**src/rtl/wallace_mult_pipe_pkg.sv**
```systemverilog
// Elaboration-time helpers for the pipelined Wallace-tree multiplier:
// row counts per 3:2 level and placement of the internal pipeline registers.
package mult_pkg;

   localparam int MAX_WIDTH = 32;

   // One 3:2 level turns every full group of three rows into two.
   function automatic int next_rows(input int n);
      return 2 * (n / 3) + n % 3;
   endfunction

   // Level 0 holds WIDTH partial-product rows plus the Baugh-Wooley constant row.
   function automatic int rows_at(input int width, input int level);
      int n;
      n = width + 1;
      for (int l = 0; l < level; l++) n = next_rows(n);
      return n;
   endfunction

   function automatic int reduction_levels(input int width);
      int n;
      int levels;
      n = width + 1;
      levels = 0;
      for (int i = 0; i < MAX_WIDTH; i++) begin
         if (n > 2) begin
            n = next_rows(n);
            levels++;
         end
      end
      return levels;
   endfunction

   // STAGES-1 registers spread evenly over the level inputs; the last stage follows the CPA.
   function automatic bit is_reg_boundary(input int width, input int stages, input int level);
      bit hit;
      hit = 1'b0;
      for (int k = 1; k < stages; k++)
         if ((k * reduction_levels(width)) / stages == level) hit = 1'b1;
      return hit;
   endfunction

endpackage

```
**src/rtl/wallace_mult_pipe_if.sv**
```systemverilog
// Operand/product handshake bundle of the multiplier; the multiplier is the slave side.
interface wallace_mult_pipe_if #(
   parameter int WIDTH = 8
) ();
   logic               in_valid;
   logic               in_ready;
   logic [WIDTH-1:0]   a;
   logic [WIDTH-1:0]   b;
   logic               is_signed;
   logic               out_valid;
   logic               out_ready;
   logic [2*WIDTH-1:0] product;

   modport master (
      output in_valid, a, b, is_signed, out_ready,
      input  in_ready, out_valid, product
   );

   modport slave (
      input  in_valid, a, b, is_signed, out_ready,
      output in_ready, out_valid, product
   );
endinterface

```
**src/rtl/wallace_mult_pipe_csa_row.sv**
```systemverilog
// Row of 3:2 full-adder cells: three vectors in, sum and left-shifted carry out.
module csa_row #(
   parameter int WIDTH = 16
) (
   input  logic [WIDTH-1:0] x,
   input  logic [WIDTH-1:0] y,
   input  logic [WIDTH-1:0] z,
   output logic [WIDTH-1:0] sum,
   output logic [WIDTH-1:0] carry
);
   assign sum = x ^ y ^ z;

   // The carry out of the top cell falls off; results are taken modulo 2^WIDTH.
   assign carry = {(x[WIDTH-2:0] & y[WIDTH-2:0]) |
                   (x[WIDTH-2:0] & z[WIDTH-2:0]) |
                   (y[WIDTH-2:0] & z[WIDTH-2:0]), 1'b0};
endmodule

```
**src/rtl/wallace_mult_pipe.sv**
```systemverilog
// Pipelined WIDTH x WIDTH Wallace-tree multiplier, signed (Baugh-Wooley) or unsigned per
// transaction, with a valid/ready handshake and a single global stall enable.
module wallace_mult_pipe
   import mult_pkg::*;
#(
   parameter int WIDTH  = 8,
   parameter int STAGES = 2
) (
   input logic               clk,
   input logic               rst_n,
   wallace_mult_pipe_if.slave bus
);
   localparam int P      = 2 * WIDTH;
   localparam int N0     = WIDTH + 1;
   localparam int LEVELS = reduction_levels(WIDTH);

   logic              en;
   logic              fill;
   logic [STAGES-1:0] vld;
   logic [P-1:0]      pp_rows [N0];
   logic [P-1:0]      cpa_sum;
   logic [P-1:0]      prod_q;

   // NOTE: every row is cleared before its bits are set, so no path leaves pp_rows unassigned.
   always_comb begin
      for (int i = 0; i < WIDTH; i++) begin
         pp_rows[i] = '0;
         for (int j = 0; j < WIDTH; j++)
            pp_rows[i][i+j] = (bus.a[j] & bus.b[i]) ^
                              (bus.is_signed & ((i == WIDTH - 1) != (j == WIDTH - 1)));
      end
      pp_rows[WIDTH]        = '0;
      pp_rows[WIDTH][WIDTH] = bus.is_signed;
      pp_rows[WIDTH][P-1]   = bus.is_signed;
   end

   // Level lv reduces the rows of level lv-1; its inputs are registered where chosen.
   for (genvar lv = 0; lv <= LEVELS; lv++) begin : g_lvl
      localparam int N = rows_at(WIDTH, lv);
      logic [P-1:0] src  [N];
      logic [P-1:0] rows [N];

      if (lv == 0) begin : g_pp
         assign src = pp_rows;
      end else begin : g_csa
         localparam int NP = rows_at(WIDTH, lv - 1);
         localparam int G  = NP / 3;
         for (genvar g = 0; g < G; g++) begin : g_row
            csa_row #(.WIDTH(P)) u_csa (
               .x     (g_lvl[lv-1].rows[3*g]),
               .y     (g_lvl[lv-1].rows[3*g+1]),
               .z     (g_lvl[lv-1].rows[3*g+2]),
               .sum   (src[2*g]),
               .carry (src[2*g+1])
            );
         end
         for (genvar k = 0; k < NP - 3 * G; k++) begin : g_pass
            assign src[2*G+k] = g_lvl[lv-1].rows[3*G+k];
         end
      end

      if (is_reg_boundary(WIDTH, STAGES, lv)) begin : g_reg
         // NOTE: datapath rows carry no reset; the valid chain alone decides what is meaningful.
         always_ff @(posedge clk) begin
            if (en) rows <= src;
         end
      end else begin : g_comb
         assign rows = src;
      end
   end

   assign cpa_sum = g_lvl[LEVELS].rows[0] + g_lvl[LEVELS].rows[1];

   assign en           = !vld[STAGES-1] || bus.out_ready;
   assign bus.in_ready = en;

   // NOTE: non-blocking updates let every stage shift on the same edge without ordering races.
   always_ff @(posedge clk) begin
      if (!rst_n)  vld <= '0;
      else if (en) vld <= STAGES'({vld, bus.in_valid});
   end

   // Valid entering the output stage: the accept itself when there is no internal register.
   if (STAGES == 1) begin : g_fill_in
      assign fill = bus.in_valid;
   end else begin : g_fill_vld
      assign fill = vld[STAGES-2];
   end

   // Only real data is loaded, so the product bus never picks up unknown tree contents.
   always_ff @(posedge clk) begin
      if (!rst_n)          prod_q <= '0;
      else if (en && fill) prod_q <= cpa_sum;
   end

   assign bus.product   = prod_q;
   assign bus.out_valid = vld[STAGES-1];

endmodule

```
**src/flat_wrapper.sv**
```systemverilog
// flat-port wrapper written by rule: the top's interface ports become plain ports
module wallace_mult_pipe_flat import mult_pkg::*;
#(
   parameter int WIDTH  = 8,
   parameter int STAGES = 2
)
  (clk, rst_n, bus_in_valid, bus_a, bus_b, bus_is_signed, bus_out_ready, bus_in_ready, bus_out_valid, bus_product);
  wallace_mult_pipe_if #(.WIDTH(WIDTH)) bus_i ();
  input logic clk;
  input logic rst_n;
  input wire logic [$bits(bus_i.in_valid)-1:0] bus_in_valid;
  input wire logic [$bits(bus_i.a)-1:0] bus_a;
  input wire logic [$bits(bus_i.b)-1:0] bus_b;
  input wire logic [$bits(bus_i.is_signed)-1:0] bus_is_signed;
  input wire logic [$bits(bus_i.out_ready)-1:0] bus_out_ready;
  output wire logic [$bits(bus_i.in_ready)-1:0] bus_in_ready;
  output wire logic [$bits(bus_i.out_valid)-1:0] bus_out_valid;
  output wire logic [$bits(bus_i.product)-1:0] bus_product;
  assign bus_i.in_valid = bus_in_valid;
  assign bus_i.a = bus_a;
  assign bus_i.b = bus_b;
  assign bus_i.is_signed = bus_is_signed;
  assign bus_i.out_ready = bus_out_ready;
  assign bus_in_ready = bus_i.in_ready;
  assign bus_out_valid = bus_i.out_valid;
  assign bus_product = bus_i.product;
  wallace_mult_pipe #(.WIDTH(WIDTH), .STAGES(STAGES)) u_core (.clk(clk), .rst_n(rst_n), .bus(bus_i));
endmodule
```
**config.mk**
```make
export PLATFORM = sky130hd
export DESIGN_NAME = wallace_mult_pipe_flat
export DESIGN_NICKNAME = d
export VERILOG_FILES = /design/src/rtl/wallace_mult_pipe_pkg.sv /design/src/rtl/wallace_mult_pipe_if.sv /design/src/rtl/wallace_mult_pipe_csa_row.sv /design/src/rtl/wallace_mult_pipe.sv /design/src/flat_wrapper.sv
export SDC_FILE = /design/constraint.sdc
export NUM_CORES = 1
export LEC_CHECK = 0
export CORE_ASPECT_RATIO = 0.75
export CORE_UTILIZATION = 40
export DETAILED_ROUTE_END_ITERATION = 8
export SLEW_MARGIN = 20
export SYNTH_ARGS = -nofsm -noshare
export SYNTH_HDL_FRONTEND = slang
export SYNTH_HIERARCHICAL = 1
export SYNTH_SLANG_ARGS = --single-unit
```
**constraint.sdc**
```tcl
create_clock -name clk -period 5.7 [get_ports clk]
set_clock_uncertainty 0.15 [all_clocks]
set_input_delay 1.14 -clock clk [delete_from_list [all_inputs] [get_ports clk]]
set_output_delay 1.14 -clock clk [all_outputs]
set_load 0.01 [all_outputs]
```
==> results by group <==
Setup path
  • Worst R2R Setup Slack: 2.36 ns
  • Reg-to-reg endpoint: u_core/bus.product[15]$_SDFFE_PN0P_
  • Kind of critical path: primary input to output port
  • CP Launch Type: primary input
  • Critical Path Sink Type: output port
  • Critical Path AT: 2.41 ns
  • Worst R2R Path Depth: 9
  • Worst Path Required: around 4.4 ns
  • Crit Path Max Fanout: 2
  • Reg2Reg Launch Point: u_core/g_lvl[2].rows[37]$_DFFE_PN_

Route
  • DRC Markers: 0
  • Drt pass-1 iters: 4
  • DR vias/cell: 4.53
  • DRT iter0 DRCs: ~180
  • DR vias: 3371
  • WL final: 11100 um
  • Final ANT Viol Nets: 0
  • Average routed wire per standard cell: 15.0 um

Die
  • Die Span Y: approximately 110 um
  • Width of the die: 144 um
  • Initial core utilization: 41.4%
  • Cell row count: 38
  • Die ar.: ~16000 um2
  • Top Ports: 39
  • Area of the core: 14600 um2

Final layout
  • Most frequent cells in the layout: fa_1 (106), conb_1 (85), edfxtp_1 (64)
  • # fillers: ~1300
  • ANT cells: 0
  • Layout Nets: 681
  • Utilization after layout: 49.2%
  • Share of cells above drive strength 1: 4.41%
  • Most common cell after layout, fill and taps aside: fa_1
  • Synth-to-Final Area Change: 19.0%
  • Non-filler instance count after layout: 744

Clocking
  • CTS tree: yes
  • Htree depth: 3
  • Clk root buf: clkbuf_16
  • Sink Count: between 80 and 90
  • Setup bufs post-CTS: 0
  • Reg clk slew, reported paths: 0.06 ns
  • Num CTS Buffers: 9
  • Hold_buf cts: 0
  • CTS max path bufs: 2
  • Post_cts resized: 0
  • Skew-Pair Late Insertion Delay: 0.33 ns

Global routing
  • Vias in the first global route: between 3000 and 4000
  • All-layer global routing usage: 16.3%
  • Largest net degree at the start of global routing: between 50 and 60
  • Congestion Overflow GR: 0
  • First-pass GRT wire length: 18800 um
  • Initial antenna violation count: 0

Logic synthesis
  • Post-Syn Area per Cell: 14.3 um2
  • Post-Synth XOR/XNOR Area: around 6.6%
  • Mapped cell area: 6060 um2
  • Synth Area in Compound Gates: under 10%
  • Multiplexer share of the synthesized area: 0.165%
  • Gate count after technology mapping: between 400 and 500
  • Yosys Warn Count: 6
  • Register area share after synthesis: 37.7%
  • Main combinational cell family by area after synthesis: adder cells
  • Adder-cell area share of the yosys netlist: about two fifths
  • Flops & latches, synth: 82
  • Number of library cell types mapped by synthesis: 43
  • Post-synthesis simple-gate area fraction: under 10%

Placed design
  • Port bufs: 38
  • Dpl ws: 1.78 ns
  • Placed Instances: between 700 and 800
  • Routability congestion estimate: about 0.86
  • Placed wire-length estimate: just under 9000 um

STA
  • Unrepaired setup endpoints after global routing: no
  • Final Hold Vio Count: 0
  • Setup Total Neg Slack: 0 ns
  • Final Max Tran Viols: 0
  • Final min period: 3.70 ns
  • Worst-Margin Slew: 0.888 ns
  • Rel. slew slack: 40.6%
  • Tcrit/Tclk final: 64.9%
  • Setup WS post-layout: between 1.5 and 2 ns
  • Hold Slack: 0.319 ns
  • Fmax: 270 MHz
  • Final setup viols: 0

Power and ir drop
  • Leak pwr: 3.01 nW
  • Peak VDD IR: between 200 and 300 uV
  • Cell Pwr Density: 561 nW/um2

Job
  • MaxCap Viol Count: 0

Min path
  • Worst Hold Launch: u_core/bus.product[11]$_SDFFE_PN0P_
  • HP Class: register to register
  • Hold path endpoint: u_core/bus.product[11]$_SDFFE_PN0P_
  • WHS Path Cells: 2

Outcome
  • Outcome: finished, final reports clean
## flip-flops by register name, summed over array words and instances (netlist names)
signal / cells
u_core/bus.product: 16
u_core/g_lvl.rows: 64
u_core/vld: 2
## power breakdown
part	switching, W	leakage [nW]	internal, W
Sequential	0.0000885	0.829	0.000845
Combinational	0.00140	2.04	0.00115
Clock	0.000230	0.143	0.000338
## cell usage after synthesis
cell type / count / share of area (%)
fa_1: 106 / 35
edfxtp_1: 64 / 32
and2_1: 53 / 5.5
nand2_1: 36 / 2.2
xnor2_1: 22 / 3.2
dfxtp_1: 18 / 5.9
ha_1: 15 / 3.1
o21ai_0: 15 / 1.2
a21oi_1: 10 / 0.83
conb_1: 8 / 0.50
buf_4: 7 / 0.87
xor3_1: 7 / 2.7
clkbuf_1: 6 / 0.37
o21ai_1: 6 / 0.50
nand3_1: 5 / 0.41
xor2_1: 5 / 0.72
a21boi_0: 4 / 0.50
nor2_1: 4 / 0.25
a211oi_1: 3 / 0.37
a21o_1: 2 / 0.25
inv_1: 2 / 0.12
nand2b_1: 2 / 0.21
nand4_1: 2 / 0.21
nor2b_1: 2 / 0.21
nor3_1: 2 / 0.17
o211a_1: 2 / 0.33
a2111o_1: 1 / 0.19
a21boi_1: 1 / 0.12
a221oi_2: 1 / 0.25
a31oi_1: 1 / 0.10
a32oi_1: 1 / 0.14
and2_4: 1 / 0.14
and4_4: 1 / 0.19
buf_2: 1 / 0.083
mux2i_1: 1 / 0.17
nand4b_1: 1 / 0.14
nor2_2: 1 / 0.10
o211ai_1: 1 / 0.12
o21bai_1: 1 / 0.12
o22ai_2: 1 / 0.21
o31ai_1: 1 / 0.12
o31ai_2: 1 / 0.21
o41ai_1: 1 / 0.14
## how the worst max path moves through the flow
| stage | start | endpoint | cells past startpoint |
|---|---|---|---|
| 2_1_floorplan | bus_out_ready | bus_in_ready | 1 |
| 3_3_place_gp | bus_is_signed | u_core/g_lvl[2].rows[12]$_DFFE_PN_ | 4 |
| 3_5_place_dp | bus_is_signed | u_core/g_lvl[2].rows[28]$_DFFE_PN_ | 4 |
| 4_1_cts | bus_out_ready | bus_in_ready | 3 |
| 5_1_grt | bus_out_ready | bus_in_ready | 3 |
| 6_report | bus_out_ready | bus_in_ready | 3 |
## layout make-up
cell class,instances,area [um2],share of cell area (%)
Clock buffer,9,225,3.12
Sequential cell,82,2280,31.6
Tap cell,200,250,3.47
Inverter,2,7.51,0.104
Multi-Input combinational cell,404,3980,55.2
Timing Repair Buffer,40,395,5.48
Clock inverter,7,70.1,0.972
## worst max-delay path, cell delays in order
cell and delay, ns:
clkdlybuf4s50_1 0.46, nand2b_2 0.12, clkdlybuf4s50_1 0.69
## through the flow
stage          instance area (um2)  total power, W
6_report                      7210         0.00405
5_1_grt                       7210         0.00443
4_1_cts                       7210         0.00403
3_5_place_dp                  6920         0.00343
3_3_place_gp                  6920         0.00338
2_1_floorplan                 6350         0.00285
## kinds of logic (layout without fill, tap and decap cells)
family          Yosys count  in the layout
buf+inv                  16             58
fa+ha+maj               121            121
compound gates           53             53
xor+xnor                 34             34
simple gates            110            110
flops                    82             82
other cells               8             85
mux                       1              1
## per-layer routing
| metal | part of all wire, % | vias up | GRT usage, % |
|---|---|---|---|
| met5 | 0 | - | 0 |
| met3 | 4.3 | 7 | 3.41 |
| met2 | 41 | 78 | 23.2 |
| met1 | 54 | 1706 | 25.3 |
| li1 | - | 1580 | - |
| met4 | 0.85 | 0 | 4.10 |
No activity file was read; power rests on OpenSTA's default activity.
